### src/rtl/mest_pro_sequencer.sv
// mest_pro_sequencer: instruction sequencer for the MEST Pro core.
// Fetches 28-bit instructions from a one-cycle-latency ROM, decodes the
// opcode, issues ALU operations over valid/ready and resolves jumps and
// conditional branches on the registered zero/carry flags.
// Optional feature: define MEST_SEQ_WATCHDOG_EN to enable a WAIT_RES
// watchdog that aborts to DONE with o_error set after WDOG_CYCLES cycles.
module mest_pro_sequencer #(
  parameter int OP_CODE_SIZE     = 4,
  parameter int DATA_WIDTH       = 8,
  parameter int ADDR_WIDTH       = 16,
  parameter int INSTRUCTION_SIZE = OP_CODE_SIZE + 3 * DATA_WIDTH,
  parameter int WDOG_CYCLES      = 255
) (
  input  logic                        clk,
  input  logic                        i_reset_n,
  input  logic                        i_start,
  output logic                        o_rom_en,
  output logic [ADDR_WIDTH-1:0]       o_rom_addr,
  input  logic [INSTRUCTION_SIZE-1:0] i_rom_data,
  output logic                        o_alu_valid,
  input  logic                        i_alu_ready,
  output logic [OP_CODE_SIZE-1:0]     o_alu_op,
  output logic [DATA_WIDTH-1:0]       o_alu_a,
  output logic [DATA_WIDTH-1:0]       o_alu_b,
  output logic [DATA_WIDTH-1:0]       o_alu_c,
  input  logic                        i_alu_done,
  input  logic                        i_alu_zero,
  input  logic                        i_alu_carry,
  output logic [ADDR_WIDTH-1:0]       o_pc,
  output logic                        o_busy,
  output logic                        o_all_done,
  output logic                        o_error
);

  localparam logic [2:0] S_IDLE     = 3'd0;
  localparam logic [2:0] S_FETCH    = 3'd1;
  localparam logic [2:0] S_LATCH    = 3'd2;
  localparam logic [2:0] S_EXEC     = 3'd3;
  localparam logic [2:0] S_ISSUE    = 3'd4;
  localparam logic [2:0] S_WAIT_RES = 3'd5;
  localparam logic [2:0] S_DONE     = 3'd6;

  localparam logic [OP_CODE_SIZE-1:0] OP_HALT = OP_CODE_SIZE'(4'hF);
  localparam logic [OP_CODE_SIZE-1:0] OP_JMP  = OP_CODE_SIZE'(4'hE);
  localparam logic [OP_CODE_SIZE-1:0] OP_JZ   = OP_CODE_SIZE'(4'hD);
  localparam logic [OP_CODE_SIZE-1:0] OP_JC   = OP_CODE_SIZE'(4'hC);

  logic [2:0]                  state_r, state_nxt;
  logic [ADDR_WIDTH-1:0]       pc_r, pc_nxt;
  logic                        zero_r, zero_nxt;
  logic                        carry_r, carry_nxt;
  logic [INSTRUCTION_SIZE-1:0] ir_r;
  logic [OP_CODE_SIZE-1:0]     ir_op_s;
  logic [DATA_WIDTH-1:0]       ir_a_s, ir_b_s, ir_c_s;
  logic [ADDR_WIDTH-1:0]       target_s;
  logic                        pc_last_s;
  logic [2:0]                  adv_state_s;
  logic [ADDR_WIDTH-1:0]       adv_pc_s;
  logic                        start_s;

  assign ir_op_s  = ir_r[INSTRUCTION_SIZE-1 -: OP_CODE_SIZE];
  assign ir_a_s   = ir_r[3*DATA_WIDTH-1 -: DATA_WIDTH];
  assign ir_b_s   = ir_r[2*DATA_WIDTH-1 -: DATA_WIDTH];
  assign ir_c_s   = ir_r[DATA_WIDTH-1:0];
  assign target_s = ADDR_WIDTH'({ir_b_s, ir_c_s});

  // Sequential advance: stepping past the last address halts instead of wrapping.
  assign pc_last_s   = (pc_r == {ADDR_WIDTH{1'b1}});
  assign adv_state_s = pc_last_s ? S_DONE : S_FETCH;
  assign adv_pc_s    = pc_last_s ? pc_r : pc_r + ADDR_WIDTH'(1);

  assign start_s = i_start && ((state_r == S_IDLE) || (state_r == S_DONE));

`ifdef MEST_SEQ_WATCHDOG_EN
  localparam int WDOG_W = $clog2(WDOG_CYCLES + 1);
  logic [WDOG_W-1:0] wdog_cnt_r;
  logic              wdog_expired_s;
  logic              error_r;

  assign wdog_expired_s = (wdog_cnt_r == WDOG_W'(WDOG_CYCLES - 1));

  // Watchdog counter: held at zero outside WAIT_RES, counts cycles spent waiting.
  always_ff @(posedge clk or negedge i_reset_n) begin
    if (!i_reset_n) begin
      wdog_cnt_r <= '0;
    end else if (state_r != S_WAIT_RES) begin
      wdog_cnt_r <= '0;
    end else if (!wdog_expired_s) begin
      wdog_cnt_r <= wdog_cnt_r + WDOG_W'(1);
    end else begin
      wdog_cnt_r <= wdog_cnt_r;
    end
  end

  // Sticky timeout flag, cleared only by an accepted start.
  always_ff @(posedge clk or negedge i_reset_n) begin
    if (!i_reset_n) begin
      error_r <= 1'b0;
    end else if (start_s) begin
      error_r <= 1'b0;
    end else if ((state_r == S_WAIT_RES) && !i_alu_done && wdog_expired_s) begin
      error_r <= 1'b1;
    end else begin
      error_r <= error_r;
    end
  end

  assign o_error = error_r;
`else
  assign o_error = 1'b0;
`endif

  // Next-state, PC and flag computation.
  always_comb begin
    state_nxt = state_r;
    pc_nxt    = pc_r;
    zero_nxt  = zero_r;
    carry_nxt = carry_r;
    case (state_r)
      S_IDLE, S_DONE: begin
        if (i_start) begin
          state_nxt = S_FETCH;
          pc_nxt    = '0;
          zero_nxt  = 1'b0;
          carry_nxt = 1'b0;
        end else begin
          state_nxt = state_r;
        end
      end
      S_FETCH: state_nxt = S_LATCH;
      S_LATCH: state_nxt = S_EXEC;
      S_EXEC: begin
        case (ir_op_s)
          OP_HALT: state_nxt = S_DONE;
          OP_JMP: begin
            state_nxt = S_FETCH;
            pc_nxt    = target_s;
          end
          OP_JZ, OP_JC: begin
            if ((ir_op_s == OP_JZ) ? zero_r : carry_r) begin
              state_nxt = S_FETCH;
              pc_nxt    = target_s;
            end else begin
              state_nxt = adv_state_s;
              pc_nxt    = adv_pc_s;
            end
          end
          default: state_nxt = S_ISSUE;
        endcase
      end
      S_ISSUE: begin
        if (i_alu_ready) begin
          state_nxt = S_WAIT_RES;
        end else begin
          state_nxt = S_ISSUE;
        end
      end
      S_WAIT_RES: begin
        if (i_alu_done) begin
          zero_nxt  = i_alu_zero;
          carry_nxt = i_alu_carry;
          state_nxt = adv_state_s;
          pc_nxt    = adv_pc_s;
        end
`ifdef MEST_SEQ_WATCHDOG_EN
        else if (wdog_expired_s) begin
          state_nxt = S_DONE;
        end
`endif
        else begin
          state_nxt = S_WAIT_RES;
        end
      end
      default: state_nxt = S_IDLE;
    endcase
  end

  // Core state, PC, flags and status outputs registered from the next state.
  always_ff @(posedge clk or negedge i_reset_n) begin
    if (!i_reset_n) begin
      state_r     <= S_IDLE;
      pc_r        <= '0;
      zero_r      <= 1'b0;
      carry_r     <= 1'b0;
      o_rom_en    <= 1'b0;
      o_alu_valid <= 1'b0;
      o_busy      <= 1'b0;
      o_all_done  <= 1'b0;
    end else begin
      state_r     <= state_nxt;
      pc_r        <= pc_nxt;
      zero_r      <= zero_nxt;
      carry_r     <= carry_nxt;
      o_rom_en    <= (state_nxt == S_FETCH);
      o_alu_valid <= (state_nxt == S_ISSUE);
      o_busy      <= (state_nxt != S_IDLE) && (state_nxt != S_DONE);
      o_all_done  <= (state_nxt == S_DONE);
    end
  end

  // Instruction register loads the ROM word in LATCH.
  always_ff @(posedge clk or negedge i_reset_n) begin
    if (!i_reset_n) begin
      ir_r <= '0;
    end else if (state_r == S_LATCH) begin
      ir_r <= i_rom_data;
    end else begin
      ir_r <= ir_r;
    end
  end

  // ALU request fields load when entering ISSUE and hold afterwards.
  always_ff @(posedge clk or negedge i_reset_n) begin
    if (!i_reset_n) begin
      o_alu_op <= '0;
      o_alu_a  <= '0;
      o_alu_b  <= '0;
      o_alu_c  <= '0;
    end else if ((state_r == S_EXEC) && (state_nxt == S_ISSUE)) begin
      o_alu_op <= ir_op_s;
      o_alu_a  <= ir_a_s;
      o_alu_b  <= ir_b_s;
      o_alu_c  <= ir_c_s;
    end else begin
      o_alu_op <= o_alu_op;
      o_alu_a  <= o_alu_a;
      o_alu_b  <= o_alu_b;
      o_alu_c  <= o_alu_c;
    end
  end

  assign o_rom_addr = pc_r;
  assign o_pc       = pc_r;

endmodule

### config.mk
export PLATFORM = sky130hd
export DESIGN_NAME = mest_pro_sequencer
export DESIGN_NICKNAME = d
export VERILOG_FILES = /design/src/rtl/mest_pro_sequencer.sv
export SDC_FILE = /design/constraint.sdc
export NUM_CORES = 1
export LEC_CHECK = 0
export BUFFER_PORTS_ARGS = -buffer_cell sky130_fd_sc_hd__buf_4
export CORE_MARGIN = 10
export CORE_UTILIZATION = 45
export CTS_CLUSTER_SIZE = 28
export DETAILED_ROUTE_END_ITERATION = 6
export GPL_TIMING_DRIVEN = 0
export HOLD_SLACK_MARGIN = 0.03
export PLACE_DENSITY = 0.69
export SLEW_MARGIN = 25
export SYNTH_ARGS = -nofsm -noshare
export SYNTH_HDL_FRONTEND = slang
export SYNTH_SLANG_ARGS = --single-unit
export TNS_END_PERCENT = 10
### constraint.sdc
create_clock -name clk -period 3.1 [get_ports clk]
set_clock_uncertainty 0.2 [all_clocks]
set_input_delay 0.31 -clock clk [delete_from_list [all_inputs] [get_ports clk]]
set_output_delay 0.31 -clock clk [all_outputs]
set_load 0.02 [all_outputs]
==> results.md <==
* Max-Slew Margin vs Limit at 0.485
* Leading cell types by count after synthesis: 81 x dfrtp_1, 33 x mux2_2, 27 x o21ai_0
* CTS Root Cell: clkbuf_8
* CTS Buf Count at 9
* Initial antenna violation count at 0
* Detailed placement HPWL at 7500 microns
* Number of primary I/O pins at 100
* Synth top area cells: dfrtp_1 51%, mux2_2 9.3%, mux2_4 7.1%, o21ai_0 3.4%, buf_4 3.2%
* Power Dens Cells at 1070 mW/mm^2
* Source of the worst register-to-register timing path: o_pc[1]$_DFFE_PN0P_
* Starting utilization of the core area at 0.460
* Startpoint of the tightest hold check path: i_alu_ready
* Average vias per placed instance at 5.39
* Net count, final at between 500 and 600
* Count of vias placed by the detailed router at 3265
* Tcrit/Tclk final at 0.921
* Clock insertion delay at the later pin of the skew report at 360 ps
* Proportion of synthesized flip-flops having asynchronous set or reset at 1.00
* Critical path fanouts, max at 10
* Outcome: complete, no violations
* Most common flop cell mapped by yosys: dfrtp_1
* Area share of the largest cell type after synthesis at 0.507
* Maximum buffer depth of the clock tree at 2
* CTS sink count at between 80 and 90
* Area of the die at roughly 0.013 sq mm
* RSZ-0062 raised after global routing: false
* Avg WL per Cell at 17.3 microns
* Kind of end point of the critical path: flip-flop
* CTS H-Tree Depth at 3
* Most repeated cell in the gate-level netlist after synthesis: dfrtp_1
* Residual DRC at 0
* Highest Clock Rate at 350 MHz
* Post-synth top area cell: dfrtp_1
* Total global routing track utilization at 0.163
* Synthesized netlist net count at 386
* Finished Layout Cells at 606
* Sequential Area at slightly above 0.002 sq mm
* Startpoint of the most critical setup path: o_pc[1]$_DFFE_PN0P_
* Largest net degree at the start of global routing at about 80
* Static leakage at 0.00253 uW
* Std-Cell Rows at 34
* Count of input and output buffers at 98
* Distinct cells, synth at 57
* Count of fill cells added during filler insertion at 709
* Vias in the first global route at between 3000 and 4000
* Warnings from Yosys at 0
* Critical Path RT at around 3200 ps
* DRT Wirelength at between 10000 and 15000 microns
* Placer's final routability congestion estimate at 0.822
* Antenna Diode Count at 0
* Arrival time at the worst endpoint at just under 3000 ps
* Floorplan Core Area at 0.00868 sq mm
* Final count of pins violating max slew at 0
* Combined area of all synthesized cells at 0.00400 sq mm
* Least-Margin Pin Slew at 772 ps
* Count of endpoints failing hold in the final timing report at 0
* Number of enable-type register cells in the synthesized netlist at 0
* Worst vdd rail ir drop at 0.490 mV
* Number of failing setup endpoints in the final timing report at 0
* Final WS setup at 245 ps
* Overall overflow remaining after global route at 0
* Max capacitance violation total at 0
* Number of instances in the synthesized netlist at 350
* Startpoint class of the critical path: flip-flop
* Router iterations before antenna repair at 5
* Global-route wire length before repair at around 17000 microns
* Ratio of cells with drive above 1 in the final layout at 0.396
* Crit Path Class: reg -> reg
* Flop and latch count out of synthesis at 81
* Clock-pin slew on the worst setup and hold paths at around 80 ps
* CTS tree: built
* Area growth, synth to finish at 35.1%
* Die span in x at 114 microns
* Minimum period implied by the final worst setup slack at 2850 ps
* Total of cells resized after clock tree synthesis at 0
* DP Worst Slack at 177 ps
* Type of the most critical hold path: in -> reg
* Post-route setup TNS at 0 ps
* Placed cell count at roughly 560
* Multi-input gate area in the final layout at 0.00172 sq mm
* Initial DRC count at 107
* Die Span Y at 114 microns
* Count of antenna-violating nets left after detailed routing at 0
* Syn avg cell area at 11.4 sq um
* Sequential cell area fraction in the yosys report at 0.507
[layout by cell type, fill, tap and decap left out, types with 2 or more instances in the layout]
cell type,n
buf_4,117
a31oi_1,10
buf_2,3
o21ai_0,27
nor3_1,3
clkinvlp_4,2
nand2b_1,4
nand3_1,6
o2bb2ai_1,4
inv_1,7
nor4_1,2
mux2_2,33
a21o_1,3
o21ai_1,2
dfrtp_1,81
a21oi_1,20
and3_1,2
nand4b_1,2
a2bb2oi_1,2
dlygate4sd3_1,31
nor2b_1,3
buf_6,3
nor2_1,18
clkbuf_8,9
and2_1,3
nand2_1,24
clkbuf_1,15
a32o_1,2
mux2_4,19
a32oi_1,6
a221oi_1,2
[layer usage]
metal  global-route usage  up-vias  wire length [microns]
li1                     -     1548                      -
met1                0.215     1606                   4670
met2                0.251      101                   4970
met3               0.0456       10                    712
met4               0.0560        0                    147
met5                    0        -                      0
[report_power, final]
part	switching [uW]	leakage (uW)	total (uW)	internal, uW
combinational	1530	0.00144	3020	1490
clock	406	0.0000929	781	375
sequential	425	0.000996	1990	1570
total	2360	0.00253	5800	3430
[flip-flops by register name, indices dropped and copies added (netlist names)]
register     cells
ir_r            28
o_pc            16
o_alu_a          8
o_alu_b          8
o_alu_c          8
o_alu_op         4
state_r          3
carry_r          1
o_all_done       1
o_alu_valid      1
o_busy           1
o_rom_en         1
zero_r           1
[per-stage QoR]
step                instance area [sq um]  total power, uW  hold slack [ps]   util
finish                               5400             5800              195  0.622
CTS                                  5370             5820              195  0.619
global route                         5400             6180              277  0.622
detailed placement                   4870             5000              293  0.561
global placement                     4870             4930              283  0.561
floorplan                            4000             3900             -186      -
[cell type report]
class | count | area share
flip-flops and latches | 81 | 0.375
multi-input cells | 225 | 0.319
repair buffers | 132 | 0.199
plain buffers | 37 | 0.0410
well taps | 108 | 0.0250
clock buffers | 10 | 0.0236
clock inverters | 6 | 0.0125
inverters | 7 | 0.00487
[path summary, 6_finish.rpt]
check / end / slack [ps] / cells past startpoint
worst max-delay path: o_alu_c[3]$_DFFE_PN0P_ / 250 / 8
worst min-delay path: o_alu_valid$_DFF_PN0_ / 190 / 4
worst max register to register: o_alu_c[3]$_DFFE_PN0P_ / 250 / 8
worst min register to register: o_alu_a[7]$_DFFE_PN0P_ / 310 / 1
max in group asynchronous: o_alu_c[0]$_DFFE_PN0P_ / 1820 / 2
min in group asynchronous: o_alu_valid$_DFF_PN0_ / 320 / 2
[critical path, cell delays in order, from the launching register on]
cell and delay (ps):
dfrtp_1 460, ha_1 270, nand4_2 180, nor4b_2 390, buf_2 300, a2111oi_4 130
o21ai_4 260, buf_6 230, mux2_4 310
[timing repair]
item	CTS	global route
hold buffers	31	0
setup buffers	0	3
endpoints found under the hold margin	111	0
endpoints found under the setup margin	0	8
[cell families (layout without fill, tap and decap cells)]
| family | after synthesis | in the layout | synth area share |
|---|---|---|---|
| xor gates and xnor gates | 1 | 1 | 0.00219 |
| muxes | 53 | 53 | 0.167 |
| other | 1 | 1 | 0.000938 |
| DFF | 81 | 81 | 0.507 |
| buffers and inverters | 44 | 192 | 0.0620 |
| and+or+nand+nor | 76 | 76 | 0.0996 |
| adders and majority gates | 1 | 1 | 0.00313 |
| AOI/OAI and AO/OA | 93 | 93 | 0.158 |
Note: power is estimated with default switching activity, not from simulation.
